`src/rtl/sort_window_ctrl.sv`:
```
//------------------------------------------------------------------------------
// Module   : sort_window_ctrl
// Purpose  : Streaming controller for the local sorter's sliding sorted
//            window. Keeps N = WINDOW_LENGTH-1 entries in ascending order,
//            inserts each accepted element at the slot found by a single
//            insert_index datapath, emits the window minimum whenever the
//            window is full and drains the remaining entries on end-of-stream.
// Ports    : clk, rst           clock, asynchronous active-high reset
//            in_valid/in_ready  input stream handshake
//            in_data, in_last   input element and end-of-stream marker
//            out_valid/out_ready output stream handshake
//            out_data, out_last window minimum (buf[0]) and drain-final flag
//            count              occupied entries, 0..N
//            disorder_cnt       (optional) saturating count of outputs that
//                               were smaller than the previous output
// Options  : `define SORT_WINDOW_DISORDER_CNT_EN adds the disorder_cnt port.
// Revision : 1.0 - initial release
//------------------------------------------------------------------------------
`default_nettype none

package conf_pkg;
  localparam int WINDOW_LENGTH = 4;
  localparam int DATA_W        = 8;
  typedef logic [DATA_W-1:0]                udata_t;
  typedef logic [$clog2(WINDOW_LENGTH)-1:0] window_t;
endpackage

//------------------------------------------------------------------------------
// Module   : sort_insert_index
// Purpose  : Returns the number of window entries less than or equal to the
//            key. For an ascending view this is the slot just after the last
//            equal entry, so equal keys keep arrival order.
// Ports    : i_view  N-entry ascending view, i_key new element,
//            o_index insertion slot 0..N
// Revision : 1.0 - initial release
//------------------------------------------------------------------------------
module sort_insert_index
  import conf_pkg::*;
#(
  parameter int N     = 3,
  parameter int CNT_W = 2
) (
  input  udata_t           i_view [N],
  input  udata_t           i_key,
  output logic [CNT_W-1:0] o_index
);

  logic [CNT_W-1:0] w_index;

  always_comb begin
    w_index = '0;
    for (int i = 0; i < N; i++) begin
      if (i_view[i] <= i_key) begin
        w_index = w_index + 1'b1;
      end
    end
  end

  assign o_index = w_index;

endmodule

module sort_window_ctrl
  import conf_pkg::*;
#(
  parameter  int WINDOW_LENGTH = conf_pkg::WINDOW_LENGTH,
  localparam int N             = WINDOW_LENGTH - 1,
  // Holds 0..N; equals the width of window_t at the package default.
  localparam int CNT_W         = $clog2(WINDOW_LENGTH)
) (
  input  logic             clk,
  input  logic             rst,
  input  logic             in_valid,
  output logic             in_ready,
  input  udata_t           in_data,
  input  logic             in_last,
  output logic             out_valid,
  input  logic             out_ready,
  output udata_t           out_data,
  output logic             out_last,
  output logic [CNT_W-1:0] count
`ifdef SORT_WINDOW_DISORDER_CNT_EN
  ,
  output logic [15:0]      disorder_cnt
`endif
);

  typedef enum logic [1:0] {
    ST_FILL   = 2'd0,
    ST_STREAM = 2'd1,
    ST_DRAIN  = 2'd2
  } state_t;

  localparam logic [CNT_W-1:0] c_full = CNT_W'(N);
  localparam logic [CNT_W-1:0] c_one  = CNT_W'(1);
  localparam udata_t           c_ones = '1;

  // Registered state
  state_t           r_state;
  udata_t           r_buf [N];
  logic [CNT_W-1:0] r_count;
  logic             r_out_valid;
  logic             r_out_last;

  // Combinational datapath
  logic             w_in_fire;
  logic             w_out_fire;
  udata_t           w_view [N];
  udata_t           w_ins  [N];
  logic [CNT_W-1:0] w_index;
  logic [CNT_W-1:0] w_eff_count;
  logic [CNT_W-1:0] w_pos;

  // Next-state values
  state_t           w_state_nxt;
  udata_t           w_buf_nxt [N];
  logic [CNT_W-1:0] w_count_nxt;
  logic             w_valid_nxt;
  logic             w_last_nxt;

  // in_ready follows out_ready in STREAM so an accept there always coincides
  // with an emit, which is what keeps count from overflowing.
  assign in_ready   = (r_state == ST_FILL) || ((r_state == ST_STREAM) && out_ready);
  assign w_in_fire  = in_valid && in_ready;
  assign w_out_fire = r_out_valid && out_ready;

  // The view seen by insert_index: when the minimum leaves this cycle, the
  // window is viewed already shifted down with all-ones entering at the top.
  for (genvar i = 0; i < N; i++) begin : g_view
    if (i == N - 1) begin : g_top
      assign w_view[i] = w_out_fire ? c_ones : r_buf[i];
    end else begin : g_mid
      assign w_view[i] = w_out_fire ? r_buf[i+1] : r_buf[i];
    end
  end

  sort_insert_index #(
    .N     (N),
    .CNT_W (CNT_W)
  ) u_insert_index (
    .i_view  (w_view),
    .i_key   (in_data),
    .o_index (w_index)
  );

  // Clamping to the occupied count keeps an all-ones element from landing
  // inside the all-ones padding above it, which would break the tie order.
  assign w_eff_count = w_out_fire ? (r_count - 1'b1) : r_count;
  assign w_pos       = (w_index < w_eff_count) ? w_index : w_eff_count;

  // Shift-up insert: entries below pos stay, in_data at pos, the rest move up.
  for (genvar i = 0; i < N; i++) begin : g_ins
    if (i == 0) begin : g_bottom
      assign w_ins[i] = (w_pos == '0) ? in_data : w_view[0];
    end else begin : g_upper
      assign w_ins[i] = (CNT_W'(i) < w_pos)  ? w_view[i] :
                        (CNT_W'(i) == w_pos) ? in_data   : w_view[i-1];
    end
  end

  always_comb begin
    w_buf_nxt   = r_buf;
    w_count_nxt = r_count;
    w_state_nxt = r_state;

    if (w_in_fire) begin
      w_buf_nxt   = w_ins;
      w_count_nxt = w_eff_count + 1'b1;
    end else if (w_out_fire) begin
      w_buf_nxt   = w_view;
      w_count_nxt = r_count - 1'b1;
    end

    case (r_state)
      ST_FILL: begin
        if (w_in_fire) begin
          if (in_last) begin
            w_state_nxt = ST_DRAIN;
          end else if (w_count_nxt == c_full) begin
            w_state_nxt = ST_STREAM;
          end
        end
      end
      ST_STREAM: begin
        if (w_in_fire && in_last) begin
          w_state_nxt = ST_DRAIN;
        end else if (w_count_nxt != c_full) begin
          // An emit with no accompanying input shrinks the window.
          w_state_nxt = ST_FILL;
        end
      end
      ST_DRAIN: begin
        if (w_out_fire && (r_count == c_one)) begin
          w_state_nxt = ST_FILL;
          w_count_nxt = '0;
          for (int i = 0; i < N; i++) begin
            w_buf_nxt[i] = c_ones;
          end
        end
      end
      default: begin
        w_state_nxt = ST_FILL;
      end
    endcase

    w_valid_nxt = (w_state_nxt == ST_STREAM) ||
                  ((w_state_nxt == ST_DRAIN) && (w_count_nxt != '0));
    w_last_nxt  = (w_state_nxt == ST_DRAIN) && (w_count_nxt == c_one);
  end

  always_ff @(posedge clk or posedge rst) begin
    if (rst) begin
      r_state     <= ST_FILL;
      r_count     <= '0;
      r_out_valid <= 1'b0;
      r_out_last  <= 1'b0;
      for (int i = 0; i < N; i++) begin
        r_buf[i] <= c_ones;
      end
    end else begin
      r_state     <= w_state_nxt;
      r_count     <= w_count_nxt;
      r_out_valid <= w_valid_nxt;
      r_out_last  <= w_last_nxt;
      r_buf       <= w_buf_nxt;
    end
  end

  assign out_valid = r_out_valid;
  assign out_last  = r_out_last;
  assign out_data  = r_buf[0];
  assign count     = r_count;

  a_no_overflow: assert property (@(posedge clk) disable iff (rst)
    !(w_in_fire && (r_count == c_full) && !w_out_fire));

`ifdef SORT_WINDOW_DISORDER_CNT_EN
  udata_t      r_prev;
  logic        r_prev_vld;
  logic [15:0] r_disorder_cnt;

  // Compares each emitted value with the previous one of the same stream;
  // the history is forgotten after the drain's final element.
  always_ff @(posedge clk or posedge rst) begin
    if (rst) begin
      r_prev         <= '0;
      r_prev_vld     <= 1'b0;
      r_disorder_cnt <= '0;
    end else if (w_out_fire) begin
      if (r_prev_vld && (r_buf[0] < r_prev) && (r_disorder_cnt != 16'hFFFF)) begin
        r_disorder_cnt <= r_disorder_cnt + 16'd1;
      end
      r_prev     <= r_buf[0];
      r_prev_vld <= !r_out_last;
    end
  end

  assign disorder_cnt = r_disorder_cnt;
`endif

endmodule

`default_nettype wire
```
`config.mk`:
```
export PLATFORM = sky130hd
export DESIGN_NAME = sort_window_ctrl
export DESIGN_NICKNAME = d
export VERILOG_FILES = /design/src/rtl/sort_window_ctrl.sv
export SDC_FILE = /design/constraint.sdc
export NUM_CORES = 1
export LEC_CHECK = 0
export ABC_CLOCK_PERIOD_IN_PS = 7200
export BUFFER_PORTS_ARGS = -buffer_cell sky130_fd_sc_hd__buf_2
export CAP_MARGIN = 20
export CORE_MARGIN = 1
export CORE_UTILIZATION = 40
export DETAILED_ROUTE_END_ITERATION = 8
export PLACE_DENSITY = 0.65
export SETUP_SLACK_MARGIN = 0.15
export SLEW_MARGIN = 20
export SYNTH_ARGS = -nofsm -noshare
export SYNTH_HDL_FRONTEND = slang
export SYNTH_SLANG_ARGS = --single-unit
```
`constraint.sdc`:
```
create_clock -name clk -period 7.2 [get_ports clk]
set_input_delay 0.72 -clock clk [delete_from_list [all_inputs] [get_ports clk]]
set_output_delay 0.72 -clock clk [all_outputs]
set_load 0.02 [all_outputs]
```
After elaboration in Yosys (flattened, before gate mapping)
Cells that the tools add are included.
- latch bits: 0
- RAM bits: 0
- memories kept: 0
- bits in registers: 30
- ROM bits: 0
- $mul: 0
- $lt $le $gt $ge: 6
- mux-type cells: 27
- $add $sub $neg: 4
- bitwise logic cells: 0
- reductions and logical operators: 12
- shift operators: 0
- equal/unequal tests: 10
- div/mod/pow operators: 0
- operators with widths (operator ; count):
    $mux 24 ; 4
    $mux 8 ; 8
    $mux 2 ; 13
    $le 8x8->1 ; 3
    $eq 2x1->1 const B ; 4
    $logic_and 1x1->1 ; 7
    $eq 2x2->1 const B ; 3
    $pmux 2 s3 ; 1
    $add 2x1->2 const B ; 2
    $logic_not 2->1 ; 2
    $add 1x1->2 const B ; 1
    $eq 1x2->1 const A ; 1
    $eq 2x2->1 const A ; 1
    $logic_or 1x1->1 ; 2
    $lt 1x2->1 const A ; 1
    $lt 2x2->1 ; 1
    $lt 2x2->1 const A ; 1
    $ne 2x2->1 const B ; 1
    $reduce_bool 2->1 ; 1
    $sub 2x1->2 const B ; 1
    $mux 1 ; 1

Logic depth before layout (Yosys ltp)
- depth after elaboration: 16
- depth in mapped cells: 25

Hierarchy
Synthesis repeated with hierarchy kept, for this count alone.
- cells, all modules: 293
- area, all modules: 2635.0 sq um
- modules (own cells, without submodules) (module ; cells each ; area an instance (sq um) ; instances):
    sort_window_ctrl ; 212 ; 2009.4 ; 1
    sort_insert_index ; 81 ; 625.6 ; 1

Worst setup path before layout
OpenSTA, ideal clock, no wires.
- path kind: input to register
- from: input port out_ready
- to: register r_buf[4] (netlist name)
- stages: 23
- slack: 2.998 ns
- required time: 7.101 ns
- arrival time: 4.104 ns
- cells stage by stage: and2_1 buf_6 clkbuf_1 mux2i_1 ha_1 nor2b_1 o21a_1 o21ai_0 nand2b_1 a21oi_1 o21ai_0 o21a_1 ha_1 a21oi_1 ha_1 nand2b_1 nor3_1 a221oi_2 o311ai_2 buf_2 and3_1 o21ai_1 o221ai_1
- RTL lines (item ; RTL line ; text):
    from (decl) ; 78 ; input logic out_ready,
    to (signal, indexed assignment) ; 218 ; r_buf[i] <= c_ones;
    to (signal assigned) ; 225 ; r_buf <= w_buf_nxt;
    to (decl) ; 100 ; udata_t r_buf [N];

==> summary.md <==
Input and output buffers added on the ports amount to 25. Of the cells placed in the final design, the portion with a size suffix greater than 1 is 19.81%. Synthesis produced a netlist with a net count of 345.

The post-detailed-route count of antenna-violating nets was 0. The tools report the launching element of the worst setup path as out_ready. The per-cell via count in the routed design was 5.440. The synthesized design contains 0 enable-type register cells. For the worst setup path, the data required time is 7.40 ns. TritonCTS created 5 clock buffers.

The worst hold-check path type is input pin to async pin. Setup repair after global routing left no endpoint under its margin. Clock tree synthesis found a total of 30 sinks. For this run, design rule violations remaining after detail routing come to 0.

The count of hold buffers inserted by post-cts repair is 0. The final weighted congestion in routability-driven placement is 0.8359, and the number of antenna violations at the first check in global routing is 0. TritonCTS built the clock tree. The fraction of the yosys area taken by sequential cells is 31.89%, and the share of synthesized flip-flops with an asynchronous set or reset is 100.0%. The run gives 1972 as the number of global-route vias before repair. The library cells used most frequently in the layout, excluding fill and tap cells, are 42 x sky130_fd_sc_hd__nor2_1, 31 x sky130_fd_sc_hd__a21oi_1, 29 x sky130_fd_sc_hd__ha_1, 27 x sky130_fd_sc_hd__nand2_1. Vertical die dimension: 80.24 µm.

The worst register-to-register path begins at out_valid. The run gives 0 as the final hold violation count. On the final layout, the worst clock skew is 0.003625 ns. The run gives 2 as the number of levels in the clock H-tree. The first global-routing pass estimated 9446 µm of wire.

The die covers 6438 µm². The ratio of final minimum period to clock period works out to 72.14%. The minimum period implied by the final worst setup slack was 5.194 ns; the final total negative setup slack was 0 ns. Yosys mapped the design onto 36 distinct sky130hd cell types.

The run finished with clean final reports. In the final design database the tool counted 359 nets. In the final routed layout, each cell accounts on average for 14.31 µm. The later pin in the worst-skew pair is clocked with a latency of 0.28 ns.

The logs give 34 for the maximum number of pins on one net before global-route repair and 0 for the number of antenna cells inserted. The number of synthesis warnings is 0, and the buffer depth of the longest clock path is 2. The floorplan step set the die width to 80.24 µm. The count of vias placed by the detailed router was 2138.

Synthesis inferred 30 register bits. After global routing the overflow that remains totals 0. The most used flip-flop cell after synthesis is sky130_fd_sc_hd__dfstp_2. The final number of setup-violating endpoints was 0; the achievable frequency was 192.5 MHz. The clock-pin transition on the worst setup and hold timing paths works out to 0.07 ns.

The HPWL after detailed placement is 4190 µm. The post-synthesis average cell area works out to 8.081 µm². Count of max-cap constraint violations: 0. The buffer type at the clock tree root was sky130_fd_sc_hd__clkbuf_8. Across all register-to-register paths, the minimum setup slack is 2.18 ns. For this configuration, the core starts out at a cell density of 41.36%.

The largest fanout of any net on the critical path is 19, and the number of buffers inserted to repair setup after CTS is 0. The logs give 0 for the number of pins exceeding their max-slew limit in the final report and 5623 µm for the total length of routed wires. The global router's overall resource usage is 18.92%, and the growth of design area from synthesis to finish is 9.658%. The worst setup path is of the input pin to register kind. The transition time at the pin with the least slew margin was 0.8387 ns; the number of gates given a new drive strength after cts was 0. The most frequent standard cell in the layout excluding fill and tap cells was sky130_fd_sc_hd__nor2_1.

Data on the critical path arrives at its endpoint at 5.40 ns. The endpoint class of the critical path is a register. Synthesis produced a netlist whose cell count is 303. The tools report the type of origin of the critical path as an input pin.

The tools report the standard-cell row count as 28. The run gives 5921 µm² as the area inside the core boundary. The cell area that synthesis handed to floorplanning was 2449 µm².

The top-level I/O count came out at 26. The logs give 44.09% for the remaining max-slew budget at the tightest pin and 213 for the starting DRC count in detailed routing. The tools report the first-pass iteration count of the detailed router as 4.
sequential cells by signal, indices dropped and copies added (netlist names):
name,flops
r_buf,16
out_last,1
out_data,8
count,2
r_state,2
out_valid,1
area by class of cell:
type	count	area (µm²)
clock inverters	1	5.005
inverters	26	97.59
clock buffers	7	86.33
well taps	75	93.84
flip-flops and latches	30	780.7
repair buffers	28	155.1
fillers	587	3236
multi-input cells	226	1466
critical path: stages:
cell and delay (ns):
sky130_fd_sc_hd__buf_2 0.10, sky130_fd_sc_hd__and2_1 0.49, sky130_fd_sc_hd__buf_4 0.33, sky130_fd_sc_hd__mux2i_1 0.25, sky130_fd_sc_hd__inv_1 0.09, sky130_fd_sc_hd__ha_1 0.29, sky130_fd_sc_hd__nor2b_1 0.13, sky130_fd_sc_hd__o21a_1 0.15
sky130_fd_sc_hd__o21ai_0 0.14, sky130_fd_sc_hd__nand2b_1 0.08, sky130_fd_sc_hd__a21oi_1 0.13, sky130_fd_sc_hd__o21ai_0 0.11, sky130_fd_sc_hd__o21ai_0 0.11, sky130_fd_sc_hd__ha_1 0.17, sky130_fd_sc_hd__nor2_1 0.05, sky130_fd_sc_hd__a21oi_1 0.18
sky130_fd_sc_hd__ha_1 0.21, sky130_fd_sc_hd__nand2b_1 0.18, sky130_fd_sc_hd__nor3_1 0.07, sky130_fd_sc_hd__a221oi_2 0.26, sky130_fd_sc_hd__o311ai_4 0.27, sky130_fd_sc_hd__buf_8 0.23, sky130_fd_sc_hd__nand2_1 0.40, sky130_fd_sc_hd__nor2_1 0.08
sky130_fd_sc_hd__a31oi_1 0.16
final timing paths:
check	endpoint	cells after the start
setup / recovery	out_data[0]	25
hold / removal	out_valid	2
setup reg to reg	out_data[0]	24
hold reg to reg	r_state[0]	1
max in group asynchronous	count[0]	2
min in group clk	r_state[0]	1
cell usage after synthesis (2+ instances only):
master | instances | area, µm²
sky130_fd_sc_hd__nor2_1 | 42 | 157.7
sky130_fd_sc_hd__a21oi_1 | 31 | 155.2
sky130_fd_sc_hd__ha_1 | 29 | 362.9
sky130_fd_sc_hd__nand2_1 | 27 | 101.4
sky130_fd_sc_hd__inv_1 | 26 | 97.59
sky130_fd_sc_hd__dfstp_2 | 24 | 630.6
sky130_fd_sc_hd__o21ai_0 | 18 | 90.09
sky130_fd_sc_hd__and3_1 | 12 | 75.07
sky130_fd_sc_hd__clkbuf_1 | 10 | 37.54
sky130_fd_sc_hd__mux2i_1 | 10 | 100.1
sky130_fd_sc_hd__buf_4 | 8 | 60.06
sky130_fd_sc_hd__o221ai_1 | 8 | 70.07
sky130_fd_sc_hd__dfrtp_1 | 6 | 150.1
sky130_fd_sc_hd__nand2b_1 | 6 | 37.54
sky130_fd_sc_hd__nor2b_1 | 6 | 37.54
sky130_fd_sc_hd__o21ai_1 | 6 | 30.03
sky130_fd_sc_hd__nand3_1 | 5 | 25.02
sky130_fd_sc_hd__o21a_1 | 5 | 37.54
sky130_fd_sc_hd__o211ai_1 | 3 | 22.52
sky130_fd_sc_hd__a21o_1 | 2 | 15.01
sky130_fd_sc_hd__buf_2 | 2 | 10.01
sky130_fd_sc_hd__nand4_1 | 2 | 12.51
sky130_fd_sc_hd__xnor2_1 | 2 | 17.52
cells by family (layout without fill, tap and decap cells):
family,after synthesis,count (layout),synth area share [%]
compound gates,81,81,20.34
simple gates,103,103,18.96
buf+inv,47,62,8.840
flops,30,30,31.89
mux,10,10,4.088
fa+ha+maj,29,29,14.82
xor+xnor,3,3,1.073
per-stage QoR:
step                util (%)  cell area (µm²)  instances  setup WS [ns]  hold WS (ns)
floorplan                  -             2449        303          2.998        0.4579
global placement       43.55             2579        384          1.543        0.5122
detailed placement     43.55             2579        384          1.383        0.5092
CTS                    45.10             2670        392          1.684        0.5171
global route           45.35             2685        393          1.452        0.5594
finish                 45.35             2685        393          2.006        0.5147
routing by layer:
layer	vias to the layer above	GRT usage, %	share of wire, %
met5	-	0	0
met4	0	5.893	1.2
met3	6	2.273	3.0
met2	43	28.55	45
met1	1020	27.85	51
li1	1069	-	-
Power is not shown: default switching activity piles up to over one toggle a cycle in this logic, so the estimate is an artifact.
